File: src/rtl/key_ctrl_pkg.sv
// Shared definitions for the set-mode key controller: state encoding,
// default key polarity, counter width and calendar field indices.
package key_ctrl_pkg;

    typedef enum logic {
        ST_IDLE = 1'b0,
        ST_SET  = 1'b1
    } state_t;

    localparam logic KEY_ACTIVE_DEF = 1'b0;

    localparam int CNT_W = 32;

    localparam logic [2:0] FLD_SEC   = 3'd0;
    localparam logic [2:0] FLD_MIN   = 3'd1;
    localparam logic [2:0] FLD_HOUR  = 3'd2;
    localparam logic [2:0] FLD_DAY   = 3'd3;
    localparam logic [2:0] FLD_MONTH = 3'd4;
    localparam logic [2:0] FLD_YEAR  = 3'd5;

    // Counter increment that sticks at all-ones instead of wrapping.
    function automatic logic [CNT_W-1:0] sat_inc(input logic [CNT_W-1:0] v);
        return (v == {CNT_W{1'b1}}) ? v : v + {{(CNT_W-1){1'b0}}, 1'b1};
    endfunction

endpackage

File: src/rtl/key_edge_det.sv
// Press detector for one debounced key. A key must be seen released once
// after reset before any press is reported, so a key stuck at the pressed
// level (or the debouncer's reset value) never produces an event.
module key_edge_det
    import key_ctrl_pkg::*;
#(
    parameter logic KEY_ACTIVE = KEY_ACTIVE_DEF
) (
    input  logic clk,
    input  logic rst_n,
    input  logic level,
    output logic press
);

    logic prev;
    logic armed;

    // Track the previous level and arm on the first released sample.
    always_ff @(posedge clk or negedge rst_n) begin
        if (!rst_n) begin
            prev  <= KEY_ACTIVE;
            armed <= 1'b0;
        end else begin
            prev <= level;
            if (level != KEY_ACTIVE) begin
                armed <= 1'b1;
            end
        end
    end

    // Press is combinational so the controller registers its reaction on
    // the same edge that samples the new level.
    assign press = armed && (level == KEY_ACTIVE) && (prev != KEY_ACTIVE);

endmodule

File: src/rtl/key_set_ctrl.sv
// Set-mode controller for the clock-calendar. Turns MODE/SEL/UP presses
// into set-mode entry/exit, field selection and increment requests with
// long-press auto-repeat, and aborts an edit after an idle timeout.
module key_set_ctrl
    import key_ctrl_pkg::*;
#(
    parameter logic KEY_ACTIVE  = KEY_ACTIVE_DEF,
    parameter int   LONG_TIME   = 50_000_000,
    parameter int   REPEAT_TIME = 10_000_000,
    parameter int   TIMEOUT     = 500_000_000,
    parameter int   NUM_FIELDS  = 6
) (
    input  logic       clk,
    input  logic       rst_n,
    input  logic       key_mode,
    input  logic       key_sel,
    input  logic       key_up,
    output logic       set_mode,
    output logic [2:0] field_sel,
    output logic       inc_pulse,
    output logic       save_pulse,
    output logic       abort_pulse
);

    localparam logic [CNT_W-1:0] LONG_C    = CNT_W'(LONG_TIME);
    localparam logic [CNT_W-1:0] REPEAT_C  = CNT_W'(REPEAT_TIME);
    localparam logic [CNT_W-1:0] IDLE_LAST = CNT_W'(TIMEOUT - 1);
    localparam logic [CNT_W-1:0] CNT_ONE   = CNT_W'(1);
    localparam logic [2:0]       FLD_LAST  = 3'(NUM_FIELDS - 1);

    logic mode_press;
    logic sel_press;
    logic up_press;

    state_t           state;
    logic [CNT_W-1:0] hold_cnt;
    logic [CNT_W-1:0] idle_cnt;
    logic             holding;
    logic             repeating;

    logic up_lvl;
    logic hold_fire;
    logic timeout;

    key_edge_det #(.KEY_ACTIVE(KEY_ACTIVE)) u_mode (
        .clk   (clk),
        .rst_n (rst_n),
        .level (key_mode),
        .press (mode_press)
    );

    key_edge_det #(.KEY_ACTIVE(KEY_ACTIVE)) u_sel (
        .clk   (clk),
        .rst_n (rst_n),
        .level (key_sel),
        .press (sel_press)
    );

    key_edge_det #(.KEY_ACTIVE(KEY_ACTIVE)) u_up (
        .clk   (clk),
        .rst_n (rst_n),
        .level (key_up),
        .press (up_press)
    );

    // Decode the repeat instant and the idle timeout from the counters.
    // hold_cnt holds the cycles elapsed since the last increment slot, so
    // the first slot after the press is LONG_TIME away and later ones are
    // REPEAT_TIME apart.
    always_comb begin
        up_lvl    = (key_up == KEY_ACTIVE);
        hold_fire = 1'b0;
        if (holding && up_lvl) begin
            hold_fire = repeating ? (hold_cnt == REPEAT_C) : (hold_cnt == LONG_C);
        end
        timeout = (idle_cnt == IDLE_LAST);
    end

    // Set-mode FSM with hold/repeat and idle counters; all outputs registered.
    always_ff @(posedge clk or negedge rst_n) begin
        if (!rst_n) begin
            state       <= ST_IDLE;
            set_mode    <= 1'b0;
            field_sel   <= FLD_SEC;
            inc_pulse   <= 1'b0;
            save_pulse  <= 1'b0;
            abort_pulse <= 1'b0;
            hold_cnt    <= '0;
            idle_cnt    <= '0;
            holding     <= 1'b0;
            repeating   <= 1'b0;
        end else begin
            inc_pulse   <= 1'b0;
            save_pulse  <= 1'b0;
            abort_pulse <= 1'b0;
            case (state)
                ST_IDLE: begin
                    holding   <= 1'b0;
                    repeating <= 1'b0;
                    hold_cnt  <= '0;
                    if (mode_press) begin
                        state     <= ST_SET;
                        set_mode  <= 1'b1;
                        field_sel <= FLD_SEC;
                        idle_cnt  <= '0;
                    end
                end
                ST_SET: begin
                    if (mode_press || timeout) begin
                        // MODE commits, otherwise the idle timeout discards.
                        state       <= ST_IDLE;
                        set_mode    <= 1'b0;
                        field_sel   <= FLD_SEC;
                        save_pulse  <= mode_press;
                        abort_pulse <= !mode_press;
                        holding     <= 1'b0;
                        repeating   <= 1'b0;
                        hold_cnt    <= '0;
                        idle_cnt    <= '0;
                    end else begin
                        // Hold tracking keeps running even when SEL wins the
                        // cycle, so a repeat continues on the new field.
                        if (!up_lvl) begin
                            holding   <= 1'b0;
                            repeating <= 1'b0;
                            hold_cnt  <= '0;
                        end else if (up_press) begin
                            holding   <= 1'b1;
                            repeating <= 1'b0;
                            hold_cnt  <= CNT_ONE;
                        end else if (holding) begin
                            if (hold_fire) begin
                                repeating <= 1'b1;
                                hold_cnt  <= CNT_ONE;
                            end else begin
                                hold_cnt <= sat_inc(hold_cnt);
                            end
                        end

                        if (sel_press) begin
                            field_sel <= (field_sel == FLD_LAST) ? FLD_SEC : field_sel + 3'd1;
                        end else if (up_press || hold_fire) begin
                            inc_pulse <= 1'b1;
                        end

                        if (sel_press || up_press || up_lvl) begin
                            idle_cnt <= '0;
                        end else begin
                            idle_cnt <= sat_inc(idle_cnt);
                        end
                    end
                end
                default: begin
                    state <= ST_IDLE;
                end
            endcase
        end
    end

endmodule

File: config.mk
export PLATFORM = sky130hd
export DESIGN_NAME = key_set_ctrl
export DESIGN_NICKNAME = d
export VERILOG_FILES = /design/src/rtl/key_ctrl_pkg.sv /design/src/rtl/key_edge_det.sv /design/src/rtl/key_set_ctrl.sv
export SDC_FILE = /design/constraint.sdc
export NUM_CORES = 1
export LEC_CHECK = 0
export ABC_AREA = 1
export CAP_MARGIN = 40
export CORE_MARGIN = 1
export CORE_UTILIZATION = 35
export CTS_CLUSTER_DIAMETER = 60
export DETAILED_ROUTE_END_ITERATION = 16
export MAX_ROUTING_LAYER = met4
export PLACE_DENSITY = 0.59
export SLEW_MARGIN = 20
export SYNTH_ARGS = -nofsm -noshare
export SYNTH_HDL_FRONTEND = slang
export SYNTH_HIERARCHICAL = 1
export SYNTH_SLANG_ARGS = --single-unit
File: constraint.sdc
create_clock -name clk -period 5.4 [get_ports clk]
set_input_delay 1.08 -clock clk [delete_from_list [all_inputs] [get_ports clk]]
set_output_delay 1.08 -clock clk [all_outputs]
set_load 0.01 [all_outputs]
# Word level (Yosys, flattened, before mapping)
# Index checks and enable logic that the tools add are counted.
# Widths: inputs -> output; s select.
[word_totals]
inputBits = 5
wordCells = 97
output_inout_bits = 7
reg_bits = 80
[classes]
addsub = 3
n_mux = 43
reduce_logical = 17
bitwise_logic = 4
eq_ne = 14
[ops]
columns = ["operator", "n"]
rows = [
  ["$mux 32", 10],
  ["$pmux 32 s2", 2],
  ["$add 32x1->32 const B", 2],
  ["$eq 32x32->1 const B", 2],
  ["$eq 32x24->1 const B", 1],
  ["$eq 32x26->1 const B", 1],
  ["$eq 32x29->1 const B", 1],
  ["$mux 1", 22],
  ["$mux 3", 4],
  ["$ne 5x3->1 const B", 2],
  ["$reduce_and 2->1", 5],
  ["$pmux 1 s2", 4],
  ["$logic_and 1x1->1", 7],
  ["$ne 6x6->1 const B", 1],
  ["$pmux 3 s2", 1],
  ["$logic_or 1x1->1", 4],
  ["$ne 4x3->1 const B", 1],
  ["$ne 4x4->1 const B", 1],
  ["$not 1->1", 4],
  ["$add 3x1->3 const B", 1],
  ["$eq 3x3->1 const B", 1],
  ["$ne 3x2->1 const B", 1],
  ["$ne 2x1->1 const B", 1],
  ["$ne 2x2->1 const B", 1],
  ["$logic_not 1->1", 1],
]

# Depth between registers and ports, before layout
[depth]
depth_word = 9
depth_mapped = 14
ltp_nobuf = 12

# Hierarchy
# Netlist, hierarchy kept.
[by_module_without_submodules]
columns = ["mod", "instances", "area_each_um2", "cells_per_inst", "seq_area_each_um2"]
rows = [
  ["key_set_ctrl", 1, 5325.1, 817, 1851.8],
  ["key_edge_det", 3, 73.8, 7, 50.0],
]

# Worst setup path after synthesis
# No wires, ideal clock.
[synth_path]
path_kind = "in2reg"
from = "input port key_up"
to = "register idle_cnt[11]"
path_buffers = 1
stages = 12
arrival_time_ns = 2.318
required_ns = 5.324
setup_ns = 0.076
setup_slack_ns = 3.005
cell_sequence = "inv_2 -> nand2_2 -> nor2_2 -> inv_1 -> nand3_1 -> clkinv_1 -> nand3_2 -> nor2_1 -> nor2_2 -> buf_4 -> nand2_1 -> o21ai_1"
[synth_via]
elab_chain_len = 8
word_cells_on_any_way = 10
cone_classes = "1 x eq/ne; 3 x mux; 1 x bitwise; 5 x reduce/logical"
[synth_rtl]
columns = ["element", "line_no", "source"]
rows = [
  ["from (decl)", "key_set_ctrl.sv:17", "input logic key_up,"],
  ["$not 1->1 *", "key_edge_det.sv:33", "assign press = armed && (level == KEY_ACTIVE) && (prev != KEY_ACTIVE);"],
  ["$logic_and 1x1->1 * (2 in a row)", "key_edge_det.sv:33", ""],
  ["via up_press", "key_set_ctrl.sv:33", "logic up_press;"],
  ["$logic_or 1x1->1 * (2 in a row)", "key_set_ctrl.sv:146", "if (sel_press || up_press || up_lvl) begin"],
  ["$mux 32", "key_set_ctrl.sv:146", ""],
  ["$mux 32", "key_set_ctrl.sv:109", "if (mode_press || timeout) begin"],
  ["$pmux 32 s2", "key_set_ctrl.sv:96", "case (state)"],
  ["to (signal assigned)", "key_set_ctrl.sv:149", "idle_cnt <= sat_inc(idle_cnt);"],
  ["to (decl)", "key_set_ctrl.sv:37", "logic [CNT_W-1:0] idle_cnt;"],
]
# The timed path passes the listed nets; every way through them passes the cells marked *.
# A chain may end at the register's enable or synchronous reset.

# Worst setup path after layout
[layout_path]
from = "input port key_up"
to = "register idle_cnt[3]"
# The elaborated chain is that of the path after synthesis.

==> metrics.txt <==
outcome=finished clean; Yosys warning count=6; slowest CP cell=o21ai_4; Worst IR Drop VDD=0.000217 V; number of nets still failing antenna checks after routing=0; most frequent cells in the layout=nand2_1 (264), nor2_1 (134), nand3_1 (94); Synth Area in Compound Gates=0.0539; Fin Setup TNS=0 ns; fin crit share=0.634; Seq/Total Area, Yosys=0.361; CP bufs+invs=5; RSZ-0062 raised after global routing=no; DRT iter0 DRCs=313; largest family of logic cells by synthesized area=simple AND/OR/NAND/NOR gates; average size of a mapped cell=6.62 sq um; CP delay by family, top=buffers and inverters; Die Y=128 um; first-pass GRT wire length=25.2 mm; pwr dens=252 nW/um^2; Syn Nets=846; Slew Limit Headroom=0.510; GRT Util Overall=0.205; CTS tree=built; Setup crit start kind=input port; post-synthesis xor/xnor area fraction=0.0426; Synth Area in Adders=0.00677; final worst path period need=3.42 ns; Synth Area in Simple Gates=0.447; Vias/cell=4.83; number of CTS-inserted buffers=9; nets=852; Synth Register Bits=80; Rows=45; Max Freq=292 MHz; Netlist cell types=36; input/output buffers=11; worst hold path type=register to register; largest net degree at the start of global routing=60; worst endpoint required time=5.60 ns; Worst EP arrival=3.62 ns; maxcap violations=0; most common cell after layout, fill and taps aside=nand2_1; Yosys top cell area share=0.361; die area=16400 sq um; dpl cell area=5800 sq um; ant diodes=0; Lkg Pwr=2.57 nW; root buf cell=clkbuf_16; Post-Synthesis Cells=838; DP HPWL=10.9 mm; Worst Tran Pin Value=0.732 ns; Starting Density=0.362; clock sinks=80; I/O pin cnt=12; Wirelength per Cell=13.9 um; fraction of layout cells with a size suffix above 1=0.0848; portion of netlist area occupied by mux cells=0; CTS Buffer Depth=2; synth top area cells=dfrtp_1 (36%), nand2_1 (18%), nor2_1 (9.1%); CP endpoint kind=register; Die W=128 um; CP Class=input port to register; critical path cell sequence=clkdlybuf4s50_1, inv_2, nand2_2, nor2_2, inv_1, nand3_1, clkinv_1, buf_4, nand3_2, o21ai_4, o21ai_0; H-tree Lvls=3; Synth area leader=dfrtp_1; Vias=5124; fin. max-slew vios=0; post_cts resized=0; initial antenna violation count=0; Post-CTS Setup Bufs=0; worst-path fanout max=27; Largest stage delay, worst path=0.60 ns; Setup Skew=0.00865 ns; CTS clk-pin slew, worst paths=0.06 ns; Final setup viols=0; Post-Syn Area=5550 sq um; WL final=14.8 mm; biggest regs=hold_cnt: 32 flops, idle_cnt: 32 flops, field_sel: 3 flops; Worst-Skew Late Latency=0.35 ns; Placeable Area=15300 sq um; final hold vios=0; total congestion overflow=0; Remaining DRCs=0; Finished Cell Area=6140 sq um; Layout Area Growth over Synthesis=10.7%; cts hold-fix bufs=0; First-pass DRT Iterations=5; vias in the first global route=4894; RePlAce Congestion=0.950
-- worst min-delay path, stage by stage (launching register included) --
cell,delay [ns]
dfrtp_1,0.34
nand2_2,0.06
nand2_1,0.05
-- synth_stat cells (all sizes together) --
cell type    n
nor3        24
clkinv       1
nand3       97
nor2       150
or2          1
clkbuf       4
o21ai       45
buf         17
o21a         1
dfrtp       80
ha           3
xor2        24
a21oi        2
o21bai       1
xnor2        3
nor3b        1
nor4         4
nand3b       2
nand2      273
inv         87
nand4       18
-- power by group --
part           internal (mW)  total (mW)  leakage, nW  switching, mW
Clock                  0.420       0.675        0.157          0.256
Combinational         0.0650       0.231         1.33          0.166
Sequential             0.622       0.644         1.09         0.0214
-- layer usage --
layer  vias to the layer above  global-route usage  share of wire
met1                      2336               0.251           0.47
met3                        24              0.0463          0.033
met4                         0              0.0692          0.018
met5                         -                   -              0
li1                       2680                   -              -
met2                        84               0.332           0.48
-- layout make-up --
type	instances	area [sq um]
clock inverter	4	77.6
tap	211	264
sequential	80	2000
timing repair buffer	16	161
multi-input combinational	649	3050
clock buffer	12	246
fill	1657	9170
inverter	88	338
-- through the flow --
step / instances / utilization / power [mW] / hold WS, ns / setup slack (ns)
final: 1060 / 0.401 / 1.55 / 0.481 / 1.98
after global routing: 1060 / 0.401 / 1.63 / 0.515 / 1.61
after CTS: 1059 / 0.400 / 1.58 / 0.485 / 1.95
after detailed placement: 1043 / 0.379 / 0.888 / 0.471 / 1.56
after global placement: 1042 / 0.378 / 0.884 / 0.468 / 1.44
after floorplan: 838 / - / 0.811 / 0.452 / 3.01
-- cell families after synthesis --
group | after synthesis
adder cells (fa/ha/maj) | 3
buffers and inverters | 109
flip-flops | 80
XOR/XNOR | 27
AND/OR/NAND/NOR | 570
AO/OA/AOI/OAI | 49
-- path summary, 6_finish.rpt --
check                             from           end  slack (ns)  cells after the start
max in group asynchronous        rst_n  idle_cnt[22]        3.90                      3
min in group asynchronous        rst_n  hold_cnt[24]        0.61                      1
min                        u_sel/armed   u_sel/armed        0.48                      2
min reg2reg                u_sel/armed   u_sel/armed        0.48                      2
max                             key_up   idle_cnt[3]        1.98                     11
max reg2reg                idle_cnt[0]  hold_cnt[30]        2.76                     11
(Power assumes the default switching activity.)
